--- config.mk ---
export PLATFORM = sky130hd
export DESIGN_NAME = muldiv_sequencer
export DESIGN_NICKNAME = d
export VERILOG_FILES = /design/src/rtl/muldiv_sequencer.sv
export SDC_FILE = /design/constraint.sdc
export NUM_CORES = 1
export LEC_CHECK = 0
export BUFFER_PORTS_ARGS = -buffer_cell sky130_fd_sc_hd__clkbuf_2
export CAP_MARGIN = 30
export CORE_MARGIN = 2
export CORE_UTILIZATION = 50
export DETAILED_ROUTE_END_ITERATION = 6
export GPL_ROUTABILITY_DRIVEN = 0
export GPL_TIMING_DRIVEN = 0
export PLACE_DENSITY = 0.73
export SLEW_MARGIN = 20
export SYNTH_ARGS = -nofsm -noshare
export SYNTH_HDL_FRONTEND = slang
export SYNTH_SLANG_ARGS = --single-unit
export TNS_END_PERCENT = 100
--- constraint.sdc ---
create_clock -name clock -period 8.1 [get_ports clock]
set_input_delay 0.81 -clock clock [delete_from_list [all_inputs] [get_ports clock]]
set_output_delay 0.81 -clock clock [all_outputs]
set_load 0.02 [all_outputs]
--- src/rtl/muldiv_sequencer.sv ---
// muldiv_sequencer: 32-bit signed multiply/divide sequencer for a MIPS-style HI/LO unit.
// MULT uses 32 shift-add steps on a 64-bit magnitude accumulator. DIV uses 32 restoring
// shift-subtract steps. A final FIX cycle applies the sign correction.
// Optional feature: define MULDIV_DIVZERO_CHECK_EN to short-circuit DIV by zero
// (IDLE->DONE, divZero pulse, no HI/LO write). By default divZero is tied to 0.
module muldiv_sequencer (
  input  logic        clock,
  input  logic        reset,
  input  logic        start,
  input  logic        op,
  input  logic [31:0] a,
  input  logic [31:0] b,
  output logic        busy,
  output logic        done,
  output logic [31:0] hi,
  output logic [31:0] lo,
  output logic        writeHI,
  output logic        writeLO,
  output logic        divZero
);

  typedef enum logic [1:0] {S_IDLE, S_RUN, S_FIX, S_DONE} state_t;

  state_t      r_state;
  logic        r_op;
  logic        r_sign_a;
  logic        r_sign_b;
  logic [31:0] r_mag_a;
  logic [31:0] r_mag_b;
  // MULT: {partial product high, multiplier/product low}; DIV: {remainder, quotient}
  logic [63:0] r_acc;
  logic [5:0]  r_cnt;
  logic        r_busy;
  logic        r_done;
  logic        r_wr_hi;
  logic        r_wr_lo;
  logic [31:0] r_hi;
  logic [31:0] r_lo;
`ifdef MULDIV_DIVZERO_CHECK_EN
  logic        r_div_zero;
`endif

  logic [31:0] w_mag_a_in;
  logic [31:0] w_mag_b_in;
  logic [32:0] w_mul_sum;
  logic [63:0] w_mul_next;
  logic [32:0] w_div_shift;
  logic [32:0] w_div_diff;
  logic [63:0] w_div_next;
  logic [63:0] w_iter_next;
  logic        w_res_neg;
  logic [63:0] w_prod_fix;
  logic [31:0] w_quo_fix;
  logic [31:0] w_rem_fix;

  // Operand magnitudes; 0x80000000 maps to itself, which is the correct unsigned magnitude
  assign w_mag_a_in = a[31] ? (~a + 32'd1) : a;
  assign w_mag_b_in = b[31] ? (~b + 32'd1) : b;

  // Shift-add step: conditionally add multiplicand to the upper half, then shift right
  assign w_mul_sum  = {1'b0, r_acc[63:32]} + (r_acc[0] ? {1'b0, r_mag_a} : 33'd0);
  assign w_mul_next = {w_mul_sum, r_acc[31:1]};

  // Restoring step: shift next dividend bit into the remainder, keep the difference if no borrow
  assign w_div_shift = {r_acc[63:32], r_acc[31]};
  assign w_div_diff  = w_div_shift - {1'b0, r_mag_b};
  assign w_div_next  = w_div_diff[32] ? {w_div_shift[31:0], r_acc[30:0], 1'b0}
                                      : {w_div_diff[31:0],  r_acc[30:0], 1'b1};

  assign w_iter_next = r_op ? w_div_next : w_mul_next;

  // Sign correction: product/quotient negative when signs differ, remainder follows dividend
  assign w_res_neg  = r_sign_a ^ r_sign_b;
  assign w_prod_fix = w_res_neg ? (~r_acc + 64'd1) : r_acc;
  assign w_quo_fix  = w_res_neg ? (~r_acc[31:0] + 32'd1) : r_acc[31:0];
  assign w_rem_fix  = r_sign_a ? (~r_acc[63:32] + 32'd1) : r_acc[63:32];

  assign busy    = r_busy;
  assign done    = r_done;
  assign hi      = r_hi;
  assign lo      = r_lo;
  assign writeHI = r_wr_hi;
  assign writeLO = r_wr_lo;
`ifdef MULDIV_DIVZERO_CHECK_EN
  assign divZero = r_div_zero;
`else
  assign divZero = 1'b0;
`endif

  // Sequencer FSM with registered status strobes and HI/LO results
  always_ff @(posedge clock) begin
    if (reset) begin
      r_state    <= S_IDLE;
      r_op       <= 1'b0;
      r_sign_a   <= 1'b0;
      r_sign_b   <= 1'b0;
      r_mag_a    <= 32'd0;
      r_mag_b    <= 32'd0;
      r_acc      <= 64'd0;
      r_cnt      <= 6'd0;
      r_busy     <= 1'b0;
      r_done     <= 1'b0;
      r_wr_hi    <= 1'b0;
      r_wr_lo    <= 1'b0;
      r_hi       <= 32'd0;
      r_lo       <= 32'd0;
`ifdef MULDIV_DIVZERO_CHECK_EN
      r_div_zero <= 1'b0;
`endif
    end else begin
      case (r_state)
        S_IDLE: begin
          if (start) begin
            r_op     <= op;
            r_sign_a <= a[31];
            r_sign_b <= b[31];
            r_mag_a  <= w_mag_a_in;
            r_mag_b  <= w_mag_b_in;
            r_cnt    <= 6'd0;
            r_busy   <= 1'b1;
`ifdef MULDIV_DIVZERO_CHECK_EN
            if (op && (b == 32'd0)) begin
              r_state    <= S_DONE;
              r_done     <= 1'b1;
              r_div_zero <= 1'b1;
            end else
`endif
            begin
              r_state <= S_RUN;
              // MULT seeds the low half with |b|; DIV seeds the quotient half with |a|
              r_acc   <= op ? {32'd0, w_mag_a_in} : {32'd0, w_mag_b_in};
            end
          end
        end
        S_RUN: begin
          r_acc <= w_iter_next;
          r_cnt <= r_cnt + 6'd1;
          if (r_cnt == 6'd31) begin
            r_state <= S_FIX;
          end
        end
        S_FIX: begin
          r_state <= S_DONE;
          r_done  <= 1'b1;
          r_wr_hi <= 1'b1;
          r_wr_lo <= 1'b1;
          if (r_op) begin
            r_hi <= w_rem_fix;
            r_lo <= w_quo_fix;
          end else begin
            r_hi <= w_prod_fix[63:32];
            r_lo <= w_prod_fix[31:0];
          end
        end
        S_DONE: begin
          // start seen here is intentionally dropped; IDLE accepts it next cycle
          r_state <= S_IDLE;
          r_busy  <= 1'b0;
          r_done  <= 1'b0;
          r_wr_hi <= 1'b0;
          r_wr_lo <= 1'b0;
`ifdef MULDIV_DIVZERO_CHECK_EN
          r_div_zero <= 1'b0;
`endif
        end
        default: r_state <= S_IDLE;
      endcase
    end
  end

endmodule

==> Word level (Yosys, flattened, before mapping) <==
Index checks and enable logic that the tools add are counted.
{ "word_totals": {"mem_bits_rw": 0, "word_cells": 61, "output_inout_bits": 69, "in_bits": 68, "reg_bits": 205, "latchBits": 0, "mem_count": 0, "rom_bits": 0} }
{ "classes": {"reduce_logical": 8, "bitwise": 6, "n_shift": 0, "n_mux": 21, "eq_ne": 6, "n_div": 0, "n_addsub": 8, "mul": 0, "order_cmp": 0} }
{ "op_table": {"columns": ["op", "n"], "rows": [
  ["32-bit 2-to-1 mux", 8],
  ["64-bit 2-to-1 mux", 4],
  ["32-bit by 1-bit adder with 32-bit output (second input constant)", 4],
  ["32-bit NOT", 4],
  ["64-bit case mux with 2 select lines", 1],
  ["64-bit by 1-bit adder with 64-bit output (second input constant)", 1],
  ["64-bit NOT", 1],
  ["32-bit by 32-bit adder with 33-bit output", 1],
  ["33-bit by 32-bit subtractor with 33-bit output", 1],
  ["6-bit case mux with 2 select lines", 1],
  ["2-bit case mux with 4 select lines", 1],
  ["2-bit AND reduction", 4],
  ["6-bit by 1-bit adder with 6-bit output (second input constant)", 1],
  ["6-bit by 5-bit equality test with 1-bit output (second input constant)", 1],
  ["6-bit 2-to-1 mux", 1],
  ["2-bit nonzero test", 3],
  ["2-bit equality test (second input constant)", 2],
  ["2-bit 2-to-1 mux", 2],
  ["2-bit inequality test (second input constant)", 2],
  ["1-bit case mux with 2 select lines", 2],
  ["2-bit by 1-bit equality test with 1-bit output (second input constant)", 1],
  ["2-bit logical NOT", 1],
  ["1-bit 2-to-1 mux", 1],
  ["1-bit bitwise XOR", 1]
]} }

==> Longest topological paths before layout <==
{ "depth": {"depth_word": 6, "depth_mapped": 16} }

==> Worst setup path after synthesis <==
OpenSTA, ideal clock, no wires.
{ "synth_timing": {"kind": "in2reg", "start": "in b[0]", "end": "reg r_acc[30]", "n_path_buf": 0, "stages": 11, "path_slack_ns": 4.619, "setup_time_ns": 0.086, "t_arrival_ns": 3.396, "path_cell_list": "inv_1 > ha_1 > or4b_1 > or4_4 > or2_1 > or3_1 > or3_1 > o21ai_0 > xnor2_1 > o21ai_0 > a211oi_1"} }
{ "synth_via": {"elab_chain_len": 6} }
{ "synth_rtl": {"columns": ["item", "line_no", "rtl"], "rows": [
  ["start, declared", "12", "input logic [31:0] b,"],
  ["32-bit NOT", "58", "assign w_mag_b_in = b[31] ? (~b + 32'd1) : b;"],
  ["32-bit by 1-bit adder with 32-bit output", "58", null],
  ["32-bit 2-to-1 mux", "58", null],
  ["32-bit 2-to-1 mux", "131", "r_acc <= op ? {32'd0, w_mag_a_in} : {32'd0, w_mag_b_in};"],
  ["64-bit 2-to-1 mux", "113", "if (start) begin"],
  ["64-bit case mux with 2 select lines", "111", "case (r_state)"],
  ["end signal, assigned", "131", null],
  ["end signal, assigned", "136", "r_acc <= w_iter_next;"],
  ["end, declared", "31", "logic [63:0] r_acc;"]
]} }
Every way passes these cells. The select of a mux whose other input is x is not followed.
A chain may end at the register's enable or synchronous reset.

==> Worst setup path after layout <==
{ "layout_timing": {"start": "reg r_acc[0]", "end": "reg r_acc[57]"} }
{ "layout_via": {"elab_chain_len": 4} }
{ "layout_rtl": {"columns": ["item", "line_no", "rtl"], "rows": [
  ["32-bit 2-to-1 mux", "61", "assign w_mul_sum = {1'b0, r_acc[63:32]} + (r_acc[0] ? {1'b0, r_mag_a} : 33'd0);"],
  ["32-bit by 32-bit adder with 33-bit output", "61", null],
  ["64-bit 2-to-1 mux", "70", "assign w_iter_next = r_op ? w_div_next : w_mul_next;"],
  ["64-bit case mux with 2 select lines", "111", null]
]} }
Every way passes these cells.

==> flow_summary.toml <==
[outcome]
run_status = "finished, violations left"
violations = "design-rule violations"

[run]
max-cap-violations = 0

[pwr]
clkPwrFrac = 0.212
comb_power_share = 0.498
power_density_nw_per_um2 = 304
peakVddDrop_mv = 0.205
power_frac_seq = 0.291
power.internal_mw = 2.79
p_leak_nw = 6.82
p_sw_frac = 0.459
switchingPower_mw = 2.37

[grt]
grt_max_degree = 14
use_met2 = 0.519
busiest_layer = "met2"
grt_pass1_vias = 14578
grt_pass1_wl_um = 81500
overflow = 0
grtUsageTotal = 0.331
gr-usage-met1 = 0.452
antenna_found_initial = 0
met3_usage = 0.0460

[place]
port_buffers = 135
hpwl_um = 42100
dp_slack_ns = 3.40
dp_cells = 2472

[synth]
yosys-top-cells-count = "249 x nor2_1, 205 x dfxtp_1, 153 x a211oi_1"
ys.flop_type = "dfxtp_1"
yosysTopAreaCell = "dfxtp_1"
netlist_instances = 1947
synth_edf_count = 0
synth_top_area_frac = 0.273
synth_nets = 2090
syn_area_um2 = 15000
yosysUniqueCellTypes = 74
synth.avg_cell_area_um2 = 7.71
ys_seq_area_frac = 0.273
async_flop_share = 0
yosys-top-cells-area = "dfxtp_1 27%, a211oi_1 7.7%, nor2_1 6.2%"
synth_warnings = 0
synth_most_common_cell = "nor2_1"
synth_seq_cells = 205

[drt]
drt-initial-drc-count = 1719
drt-vias-per-instance = 6.28
avgRoutedWirePerCell_um = 21.1
dr.pass1.iters = 7
vias = 15788
drc = 7
final_antenna_net_count = 0
drt_wl_total_um = 53000

[critical_path]
start_kind = "flip-flop"
rr_worst_depth = 16
cp-end-kind = "flip-flop"
cp_cell_sequence = "clkbuf_1 -> clkbuf_1 -> and2_1 -> ha_1 -> inv_1 -> fa_1 -> nand2b_1 -> a21oi_1 -> o21ai_0 -> a2111oi_0 -> o41ai_1 -> o21ai_0 -> xor2_1 -> o21ai_0 -> a21o_1 -> a31oi_1"
slowest_delay_ns = 0.78
required_ns = 8.56
worstSetupPathType = "flip-flop to flip-flop"
reg2reg_to = "r_acc[57]$_SDFFE_PP0P_"
cpMostUsedCell = "o21ai_0"
crit-reg2reg-launch = "r_acc[0]$_SDFFE_PP0P_"
r2r_slack_ns = 3.13
crit_fanout = 10
cp_slowest_cell = "a2111oi_0"
arrival_ns = 5.43

[floorplanning]
io_pins = 137
initial_core_util = 0.506
die_y_um = 177
dieArea_um2 = 31400
dieWidth_um = 177
rows = 63
core_um2 = 29600

[clock_tree]
clock_latency_ns = 0.55
clkSlewWorstSetupHoldPaths_ns = 0.06
post_cts_resized = 0
cts_root_buf = "clkbuf_16"
numCtsBuffers = 24
clock-sinks = 205
cts_tree = "built"
hold_buffers = 0
max-clock-path-buffers = 3
postCtsSetupBuffers = 0
cts_max_level = 1

[timing]
hold_violations = 0
setup_slack_ns = 3.13
fin_crit_ns = 4.97
rsz0062_at_grt = "false"
max_freq_mhz = 201
fin_crit_sh = 0.613
final-setup-viol-count = 0
drv_slew = 0
skew_ns = 0.0141
worst_pin_slew_ns = 0.909
max_slew_margin = 0.386
fin_tns_setup_ns = 0

[layout]
finalCoreUtilization = 0.573
drive_above_1_share = 0.103
finalNonFillerCells = 2516
fillCellCount = 2849
multiInputGateArea_um2 = 10200
area_delta_synth_final_pct = 13.1
register_area_um2 = 4100
antennaDiodeCount = 0
nets = 2251

[worst_hold_path]
worstHoldStart = "r_mag_a[31]$_SDFFE_PP0P_"
whs_path_depth = 2
hp-class = "flip-flop to flip-flop"
hold_path_end = "r_mag_a[31]$_SDFFE_PP0P_"
[worst max-delay path by stage]
| stage | slack, ns | from | depth (start not counted) | end |
|---|---|---|---|---|
| floorplan | 4.62 | b[0] | 11 | r_acc[30]$_SDFFE_PP0P_ |
| global placement | 3.48 | r_acc[0]$_SDFFE_PP0P_ | 16 | r_acc[57]$_SDFFE_PP0P_ |
| detailed placement | 3.40 | r_acc[0]$_SDFFE_PP0P_ | 16 | r_acc[57]$_SDFFE_PP0P_ |
| CTS | 3.28 | r_acc[0]$_SDFFE_PP0P_ | 16 | r_acc[57]$_SDFFE_PP0P_ |
| global route | 2.84 | r_acc[0]$_SDFFE_PP0P_ | 16 | r_acc[57]$_SDFFE_PP0P_ |
| finish | 3.13 | r_acc[0]$_SDFFE_PP0P_ | 16 | r_acc[57]$_SDFFE_PP0P_ |
[power groups by stage]
stage	sequential, mW	combinational (mW)	clock (mW)
after floorplan	1.56	1.67	0
after global placement	1.50	2.45	0
after detailed placement	1.51	2.50	0
after CTS	1.49	2.51	1.09
after global routing	1.53	2.80	1.13
final	1.50	2.57	1.09
[critical path, delay by kind of cell (launching register included)]
kind	cells	cell delay [ns]
AOI/OAI and AO/OA	8	2.28
buffers and inverters	3	0.98
adders and majority gates	2	0.62
and+or+nand+nor	2	0.40
DFF	1	0.37
xor gates and xnor gates	1	0.22
[per-stage QoR]
step	total power [mW]	hold WS, ns	instance area, µm²
final	5.16	0.466	17000
after global routing	5.46	0.479	17000
after CTS	5.10	0.459	17000
after detailed placement	4.01	0.450	16200
after global placement	3.95	0.438	16200
after floorplan	3.23	0.432	15000
[cell families (layout without fill, tap and decap cells)]
| kind of cell | count (synthesis) | count (layout) | synth area share |
|---|---|---|---|
| multiplexers | 66 | 66 | 0.0463 |
| other | 1 | 1 | 0.000250 |
| buffers and inverters | 190 | 369 | 0.0493 |
| flip-flops | 205 | 205 | 0.273 |
| AO/OA/AOI/OAI | 588 | 588 | 0.260 |
| AND/OR/NAND/NOR | 654 | 654 | 0.209 |
| adder cells (fa/ha/maj) | 75 | 75 | 0.0635 |
| XOR/XNOR | 168 | 168 | 0.0980 |
[per-layer routing]
metal,share of wire,vias to the layer above,wire [µm]
met4,0.051,0,2720
li1,-,7378,-
met3,0.092,153,4850
met1,0.42,7396,22400
met2,0.43,861,23000
met5,0,-,0
[state kept, by name (all words and copies together), names as in the netlist, 2 cells and up]
| register | flops |
|---|---|
| r_cnt | 6 |
| r_mag_a | 32 |
| r_mag_b | 32 |
| r_state | 2 |
| r_acc | 64 |
| hi | 32 |
| lo | 32 |
[cell usage in the layout, fill, tap and decap left out, types with 39 or more instances in the layout]
master and instances:
a21oi_1 121, o21ai_0 110, clkbuf_1 118, a211oi_1 153, clkbuf_2 135, a21o_1 39
ha_1 73, mux2i_1 42, nor3_1 44, dfxtp_1 205, xor2_1 86, nor2_1 249
xnor2_1 82, nand2_1 131, and2_1 43, inv_1 64
[cell type report]
cell class / instances / area share
Multi-Input combinational cell: 1552 / 0.599
Sequential cell: 205 / 0.242
Clock buffer: 37 / 0.0412
Timing Repair Buffer: 135 / 0.0398
Buffer: 126 / 0.0295
Tap cell: 390 / 0.0288
Inverter: 64 / 0.0142
Clock inverter: 7 / 0.00568
No activity file was read; power rests on OpenSTA's default activity.
